### src/rtl/pc_redirect_ctrl_if.sv
// rtl/pc_redirect_ctrl_if.sv - fetch/decode/redirect signal bundle for the PC redirect controller
interface pc_redirect_ctrl_if;
  // Fetch side
  logic        fetch_ack;
  logic        fetch_req;
  logic [31:0] fetch_pc;
  logic        flush_if;

  // Decode side
  logic        d_valid;
  logic        d_stall;
  logic [31:0] pc_d;
  logic        br_taken_d;
  logic        j_imi_d;
  logic        j_rs_d;
  logic [31:0] j_target_d;
  logic [31:0] br_target_d;
  logic        stall_d;

  // Exception / ERET redirects
  logic        exc_valid;
  logic [31:0] exc_target;
  logic        eret_valid;
  logic [31:0] epc;

  // Driver of fetch acks, decode state and redirect requests
  modport master (
    output fetch_ack, d_valid, d_stall, pc_d, br_taken_d, j_imi_d, j_rs_d,
           j_target_d, br_target_d, exc_valid, exc_target, eret_valid, epc,
    input  fetch_req, fetch_pc, flush_if, stall_d
  );

  // The controller itself
  modport slave (
    input  fetch_ack, d_valid, d_stall, pc_d, br_taken_d, j_imi_d, j_rs_d,
           j_target_d, br_target_d, exc_valid, exc_target, eret_valid, epc,
    output fetch_req, fetch_pc, flush_if, stall_d
  );
endinterface

### src/rtl/pc_redirect_ctrl.sv
// rtl/pc_redirect_ctrl.sv - next-fetch-PC sequencer with delay-slot aware branch redirect
module pc_redirect_ctrl #(
  parameter logic [31:0] RESET_PC = 32'hBFC00000
) (
  input  logic                 clk,
  input  logic                 resetn,
  pc_redirect_ctrl_if.slave    bus
);

  typedef enum logic {
    IDLE    = 1'b0,
    WAIT_DS = 1'b1
  } state_t;

  state_t      state;
  logic [31:0] fetchPc;
  logic [31:0] pendingTarget;
  logic        fetchReq;
  logic        flushIf;

  logic        anyJump;
  logic        branchEvent;
  logic        redirect;
  logic [31:0] selTarget;
  logic [31:0] redirectTarget;
  logic [31:0] dsPc;
  logic [31:0] seqPc;
  logic        dsNotYetFetched;

  // Decode-side branch decision and address arithmetic (all 32-bit, carry dropped)
  always_comb begin
    anyJump         = bus.j_imi_d | bus.j_rs_d;
    branchEvent     = bus.d_valid & ~bus.d_stall & (bus.br_taken_d | anyJump);
    selTarget       = anyJump ? bus.j_target_d : bus.br_target_d;
    redirect        = bus.exc_valid | bus.eret_valid;
    redirectTarget  = bus.exc_valid ? bus.exc_target : bus.epc;
    dsPc            = bus.pc_d + 32'd4;
    seqPc           = fetchPc + 32'd4;
    // If fetch_pc still points at the delay slot, the slot has not been accepted yet
    dsNotYetFetched = (fetchPc == dsPc);
  end

  // Redirect FSM: owns fetch PC, pending branch target, flush pulse and fetch request
  always_ff @(posedge clk) begin
    if (!resetn) begin
      state         <= IDLE;
      fetchPc       <= RESET_PC;
      pendingTarget <= 32'd0;
      flushIf       <= 1'b0;
      fetchReq      <= 1'b0;
    end else begin
      fetchReq <= 1'b1;
      flushIf  <= 1'b0;
      if (redirect) begin
        // Exception/ERET wins in any state; an in-flight fetch is wrong-path
        fetchPc       <= redirectTarget;
        state         <= IDLE;
        pendingTarget <= 32'd0;
        flushIf       <= bus.fetch_ack;
      end else begin
        case (state)
          IDLE: begin
            if (branchEvent) begin
              if (dsNotYetFetched) begin
                if (bus.fetch_ack) begin
                  // Delay slot goes out this cycle; next fetch is the target
                  fetchPc <= selTarget;
                end else begin
                  // Must still fetch the delay slot; remember where to go after it
                  pendingTarget <= selTarget;
                  state         <= WAIT_DS;
                end
              end else begin
                // Delay slot already fetched; anything accepted now is wrong-path
                fetchPc <= selTarget;
                flushIf <= bus.fetch_ack;
              end
            end else if (bus.fetch_ack) begin
              fetchPc <= seqPc;
            end
          end
          WAIT_DS: begin
            // Decode is held; branch inputs are ignored until the slot is accepted
            if (bus.fetch_ack) begin
              fetchPc <= pendingTarget;
              state   <= IDLE;
            end
          end
          default: begin
            state <= IDLE;
          end
        endcase
      end
    end
  end

  // Outputs are straight from registers
  assign bus.fetch_req = fetchReq;
  assign bus.fetch_pc  = fetchPc;
  assign bus.flush_if  = flushIf;
  assign bus.stall_d   = (state == WAIT_DS);

endmodule

### src/flat_wrapper.sv
// flat-port wrapper written by rule: the top's interface ports become plain ports
module pc_redirect_ctrl_flat 
#(
  parameter logic [31:0] RESET_PC = 32'hBFC00000
)
  (clk, resetn, bus_fetch_ack, bus_d_valid, bus_d_stall, bus_pc_d, bus_br_taken_d, bus_j_imi_d, bus_j_rs_d, bus_j_target_d, bus_br_target_d, bus_exc_valid, bus_exc_target, bus_eret_valid, bus_epc, bus_fetch_req, bus_fetch_pc, bus_flush_if, bus_stall_d);
  pc_redirect_ctrl_if bus_i ();
  input  logic clk;
  input  logic resetn;
  input wire logic [$bits(bus_i.fetch_ack)-1:0] bus_fetch_ack;
  input wire logic [$bits(bus_i.d_valid)-1:0] bus_d_valid;
  input wire logic [$bits(bus_i.d_stall)-1:0] bus_d_stall;
  input wire logic [$bits(bus_i.pc_d)-1:0] bus_pc_d;
  input wire logic [$bits(bus_i.br_taken_d)-1:0] bus_br_taken_d;
  input wire logic [$bits(bus_i.j_imi_d)-1:0] bus_j_imi_d;
  input wire logic [$bits(bus_i.j_rs_d)-1:0] bus_j_rs_d;
  input wire logic [$bits(bus_i.j_target_d)-1:0] bus_j_target_d;
  input wire logic [$bits(bus_i.br_target_d)-1:0] bus_br_target_d;
  input wire logic [$bits(bus_i.exc_valid)-1:0] bus_exc_valid;
  input wire logic [$bits(bus_i.exc_target)-1:0] bus_exc_target;
  input wire logic [$bits(bus_i.eret_valid)-1:0] bus_eret_valid;
  input wire logic [$bits(bus_i.epc)-1:0] bus_epc;
  output wire logic [$bits(bus_i.fetch_req)-1:0] bus_fetch_req;
  output wire logic [$bits(bus_i.fetch_pc)-1:0] bus_fetch_pc;
  output wire logic [$bits(bus_i.flush_if)-1:0] bus_flush_if;
  output wire logic [$bits(bus_i.stall_d)-1:0] bus_stall_d;
  assign bus_i.fetch_ack = bus_fetch_ack;
  assign bus_i.d_valid = bus_d_valid;
  assign bus_i.d_stall = bus_d_stall;
  assign bus_i.pc_d = bus_pc_d;
  assign bus_i.br_taken_d = bus_br_taken_d;
  assign bus_i.j_imi_d = bus_j_imi_d;
  assign bus_i.j_rs_d = bus_j_rs_d;
  assign bus_i.j_target_d = bus_j_target_d;
  assign bus_i.br_target_d = bus_br_target_d;
  assign bus_i.exc_valid = bus_exc_valid;
  assign bus_i.exc_target = bus_exc_target;
  assign bus_i.eret_valid = bus_eret_valid;
  assign bus_i.epc = bus_epc;
  assign bus_fetch_req = bus_i.fetch_req;
  assign bus_fetch_pc = bus_i.fetch_pc;
  assign bus_flush_if = bus_i.flush_if;
  assign bus_stall_d = bus_i.stall_d;
  pc_redirect_ctrl #(.RESET_PC(RESET_PC)) u_core (.clk(clk), .resetn(resetn), .bus(bus_i));
endmodule
### config.mk
export PLATFORM = sky130hd
export DESIGN_NAME = pc_redirect_ctrl_flat
export DESIGN_NICKNAME = d
export VERILOG_FILES = /design/src/rtl/pc_redirect_ctrl_if.sv /design/src/rtl/pc_redirect_ctrl.sv /design/src/flat_wrapper.sv
export SDC_FILE = /design/constraint.sdc
export NUM_CORES = 1
export LEC_CHECK = 0
export ABC_CLOCK_PERIOD_IN_PS = 2790
export BUFFER_PORTS_ARGS = -buffer_cell sky130_fd_sc_hd__buf_2
export CELL_PAD_IN_SITES_DETAIL_PLACEMENT = 0
export CELL_PAD_IN_SITES_GLOBAL_PLACEMENT = 1
export CORE_UTILIZATION = 32
export DETAILED_ROUTE_END_ITERATION = 8
export PLACE_DENSITY_LB_ADDON = 0.1
export SLEW_MARGIN = 20
export SYNTH_ARGS = -nofsm -noshare
export SYNTH_HDL_FRONTEND = slang
export SYNTH_SLANG_ARGS = --single-unit
export TNS_END_PERCENT = 30
### constraint.sdc
create_clock -name clk -period 2.79 [get_ports clk]
set_clock_uncertainty 0.05 [all_clocks]
set_input_delay 0.279 -clock clk [delete_from_list [all_inputs] [get_ports clk]]
set_output_delay 0.279 -clock clk [all_outputs]
set_load 0.01 [all_outputs]
==> flow_summary.json <==
{
  "status": "finished with violations",
  "violations": "negative setup slack",
  "slowest_stage": "or4b_4",
  "n_antenna_cell": 0,
  "multi_input_area_um2": 4280,
  "setup_viol": 44,
  "synth_seq_cells": 67,
  "place_congestion": 0.903,
  "cp_num_buf_inv": 3,
  "syn_nets": 928,
  "antenna_found_initial": 0,
  "synth_seq_area_share_pct": 23.8,
  "initial_core_util_pct": 32.7,
  "yosys.cell_types.count": 68,
  "cp-startpoint": "u_core.bus.fetch_pc[29]",
  "p_sw_mw": 1.04,
  "maxCapViolCount": 0,
  "mostFrequentLayoutCell": "buf_2",
  "ant_nets": 0,
  "syn2layout_area_growth_pct": 49.7,
  "drtIter0Drc": 355,
  "place_hpwl_um": 18700,
  "crit_required_ns": 2.97,
  "cpLargestDelayFamily": "compound AO/OA/AOI/OAI gates",
  "worst_setup_path_end_kind": "flip-flop",
  "fin_crit_sh_pct": 104,
  "die_x_um": 135,
  "peakVddDrop_uv": 314,
  "grt_max_degree": 49,
  "r2r_start": "u_core.bus.fetch_pc[29]",
  "p_sw_share_pct": 30.9,
  "viasPerCell": 5.42,
  "slew_viol_final": 0,
  "layout_common_cells": "204 x buf_2, 120 x buf_4, 81 x nor2_1",
  "arrival_ns": 3.09,
  "port_buffers": 204,
  "synth_edf_count": 0,
  "clock.fmax_mhz": 344,
  "coreArea_um2": 17200,
  "vias": 6927,
  "crit_fanout": 8,
  "cp_cell_sequence": "xor2_4 > or4b_4 > a31oi_2 > o22ai_2 > a311o_1 > a2111oi_4 > buf_6 > nand2_8 > buf_12 > buf_12 > mux2i_1 > nor2_1",
  "sequentialPowerShare_pct": 31.6,
  "total_power_mw": 3.36,
  "drive_above_1_share_pct": 41.2,
  "syn_inst": 756,
  "yosys_warnings": 0,
  "p_int_mw": 2.32,
  "die_area_um2": 18100,
  "p_per_area_nw_per_um2": 398,
  "grt_pass1_vias": 6755,
  "p_leak_nw": 3.77,
  "clkLatencyLatePin_ns": 0.35,
  "synth_flop_cell": "dfxtp_1",
  "hold_viol": 0,
  "grt_overflow": 0,
  "fin_crit_ns": 2.91,
  "final.fill_count": 1763,
  "path_class": "reg -> reg",
  "place_inst": 1259,
  "drt_wl_total_um": 23800,
  "cts_buffer_depth": 2,
  "grt_pass1_wl_um": 35900,
  "cts_made_buffers": 9,
  "slowest_delay_ns": 0.54,
  "cts_sinks": 67,
  "cts_tree": "yes",
  "regArea_um2": 1350,
  "die_h_um": 135,
  "rsz0062_at_grt": "yes",
  "clkTransAtPathRegs_ns": 0.05,
  "nets": 1221,
  "syn_area_um2": 5640,
  "ctsHtreeMaxLevel": 3,
  "rows": 48,
  "drtPass1Iterations": 5,
  "p_clk_share_pct": 38.0,
  "synthArstFlopShare_pct": 0,
  "remaining_drc_errors": 0,
  "maxSlewHeadroom_pct": 54.7,
  "worst_pin_slew_ns": 0.671,
  "cts_hold_buf": 0,
  "grtUsageTotal_pct": 25.9,
  "min_path_type": "in -> reg",
  "crit_top_cell": "buf_12",
  "final_cells": 1279,
  "cts_root_buf": "clkbuf_16",
  "p_comb_share_pct": 30.5,
  "worst_slack_ns": -0.119,
  "hp-start": "bus_fetch_ack",
  "syn_area_per_cell_um2": 7.46,
  "io_pins": 205,
  "cp-start-kind": "flip-flop",
  "wl_per_cell_um": 18.6
}
==> sequential cells by signal, indices dropped and copies added, names as in the netlist <==
register	flops
u_core.bus.fetch_pc	32
u_core.bus.fetch_req	1
u_core.bus.flush_if	1
u_core.bus.stall_d	1
u_core.pendingTarget	32
==> logic make-up after synthesis <==
| group | count (synthesis) | share of synthesized area, % |
|---|---|---|
| adder cells (fa/ha/maj) | 2 | 0.444 |
| flip-flops | 67 | 23.8 |
| multiplexers | 65 | 12.1 |
| XOR/XNOR | 56 | 8.95 |
| AO/OA/AOI/OAI | 198 | 24.0 |
| AND/OR/NAND/NOR | 293 | 25.7 |
| buffers and inverters | 75 | 5.15 |
==> area by class of cell <==
cell class | instances | share of cell area (%)
Multi-Input combinational cell | 615 | 50.7
Timing Repair Buffer | 337 | 25.2
Clock inverter | 5 | 0.890
Tap cell | 225 | 3.34
Inverter | 19 | 0.845
Sequential cell | 67 | 16.0
Clock buffer | 11 | 3.00
==> cells in the mapped netlist (6+ instances only) <==
master	n	area, µm²
o21ai_0	35	175
and3_1	13	81.3
or2_0	6	37.5
nand2b_1	9	56.3
nand2_1	80	300
a21oi_1	57	285
o211ai_1	7	52.6
nor3_1	10	50.1
and4_1	8	70.1
or4_1	6	45.0
xor2_1	22	193
mux2_2	23	259
nand3_1	26	130
buf_2	7	35.0
a31o_2	6	52.6
mux2i_1	42	420
a311oi_1	8	70.1
o22ai_1	8	50.1
dfxtp_1	67	1340
or3_1	8	50.1
nor2_1	82	308
xnor2_1	33	289
inv_1	18	67.6
a211oi_1	15	113
clkbuf_1	46	173
nand4_1	22	138
==> through the flow <==
step	TNS [ns]	hold WS [ns]	setup slack (ns)	area [µm²]	utilization, %
floorplan	-1.50	0.257	-0.0547	5690	-
global placement	-23.09	0.396	-0.411	7800	45.3
detailed placement	-24.12	0.401	-0.542	7800	45.3
CTS	-0.859	0.205	-0.0506	8190	47.5
global route	-7.27	0.212	-0.182	8440	48.9
finish	-2.53	0.221	-0.119	8440	48.9
==> worst reg2reg max path, cell delays in order (launching register included) <==
cell and delay (ns):
dfxtp_4 0.36, xor2_4 0.19, or4b_4 0.54, a31oi_2 0.19, o22ai_2 0.10, a311o_1 0.33
a2111oi_4 0.22, buf_6 0.20, nand2_8 0.08, buf_12 0.17, buf_12 0.15, mux2i_1 0.16
nor2_1 0.07
==> power by group through the flow <==
stage,combinational (mW),sequential [mW],clock [mW]
finish,1.02,1.06,1.27
global route,1.11,1.07,1.34
CTS,0.994,1.06,1.29
detailed placement,0.980,1.08,0
global placement,0.969,1.08,0
floorplan,0.462,1.09,0
==> layer usage <==
layer  track usage [%]  part of all wire [%]  vias to the layer above
li1                  -                     -                     3365
met1              32.1                    43                     3297
met2              44.8                    49                      230
met3              4.17                   5.4                       35
met4              9.49                   2.6                        0
met5                 0                     0                        -
==> repair_timing <==
item                       4_1_cts  5_1_grt
cloned                           0        3
resized for setup               21       37
pin swaps                        5        9
buffers inserted                 0        1
hold endpoints to repair         0        0
setup endpoints to repair       66       65
==> final timing paths <==
| kind | end | slack [ns] | cells past startpoint |
|---|---|---|---|
| worst min register to register | u_core.pendingTarget[19] | 0.41 | 2 |
| worst max-delay path | u_core.pendingTarget[15] | -0.12 | 12 |
| worst max register to register | u_core.pendingTarget[15] | -0.12 | 12 |
| worst min-delay path | u_core.bus.flush_if | 0.22 | 2 |
Power figures use the tool's default switching activity.
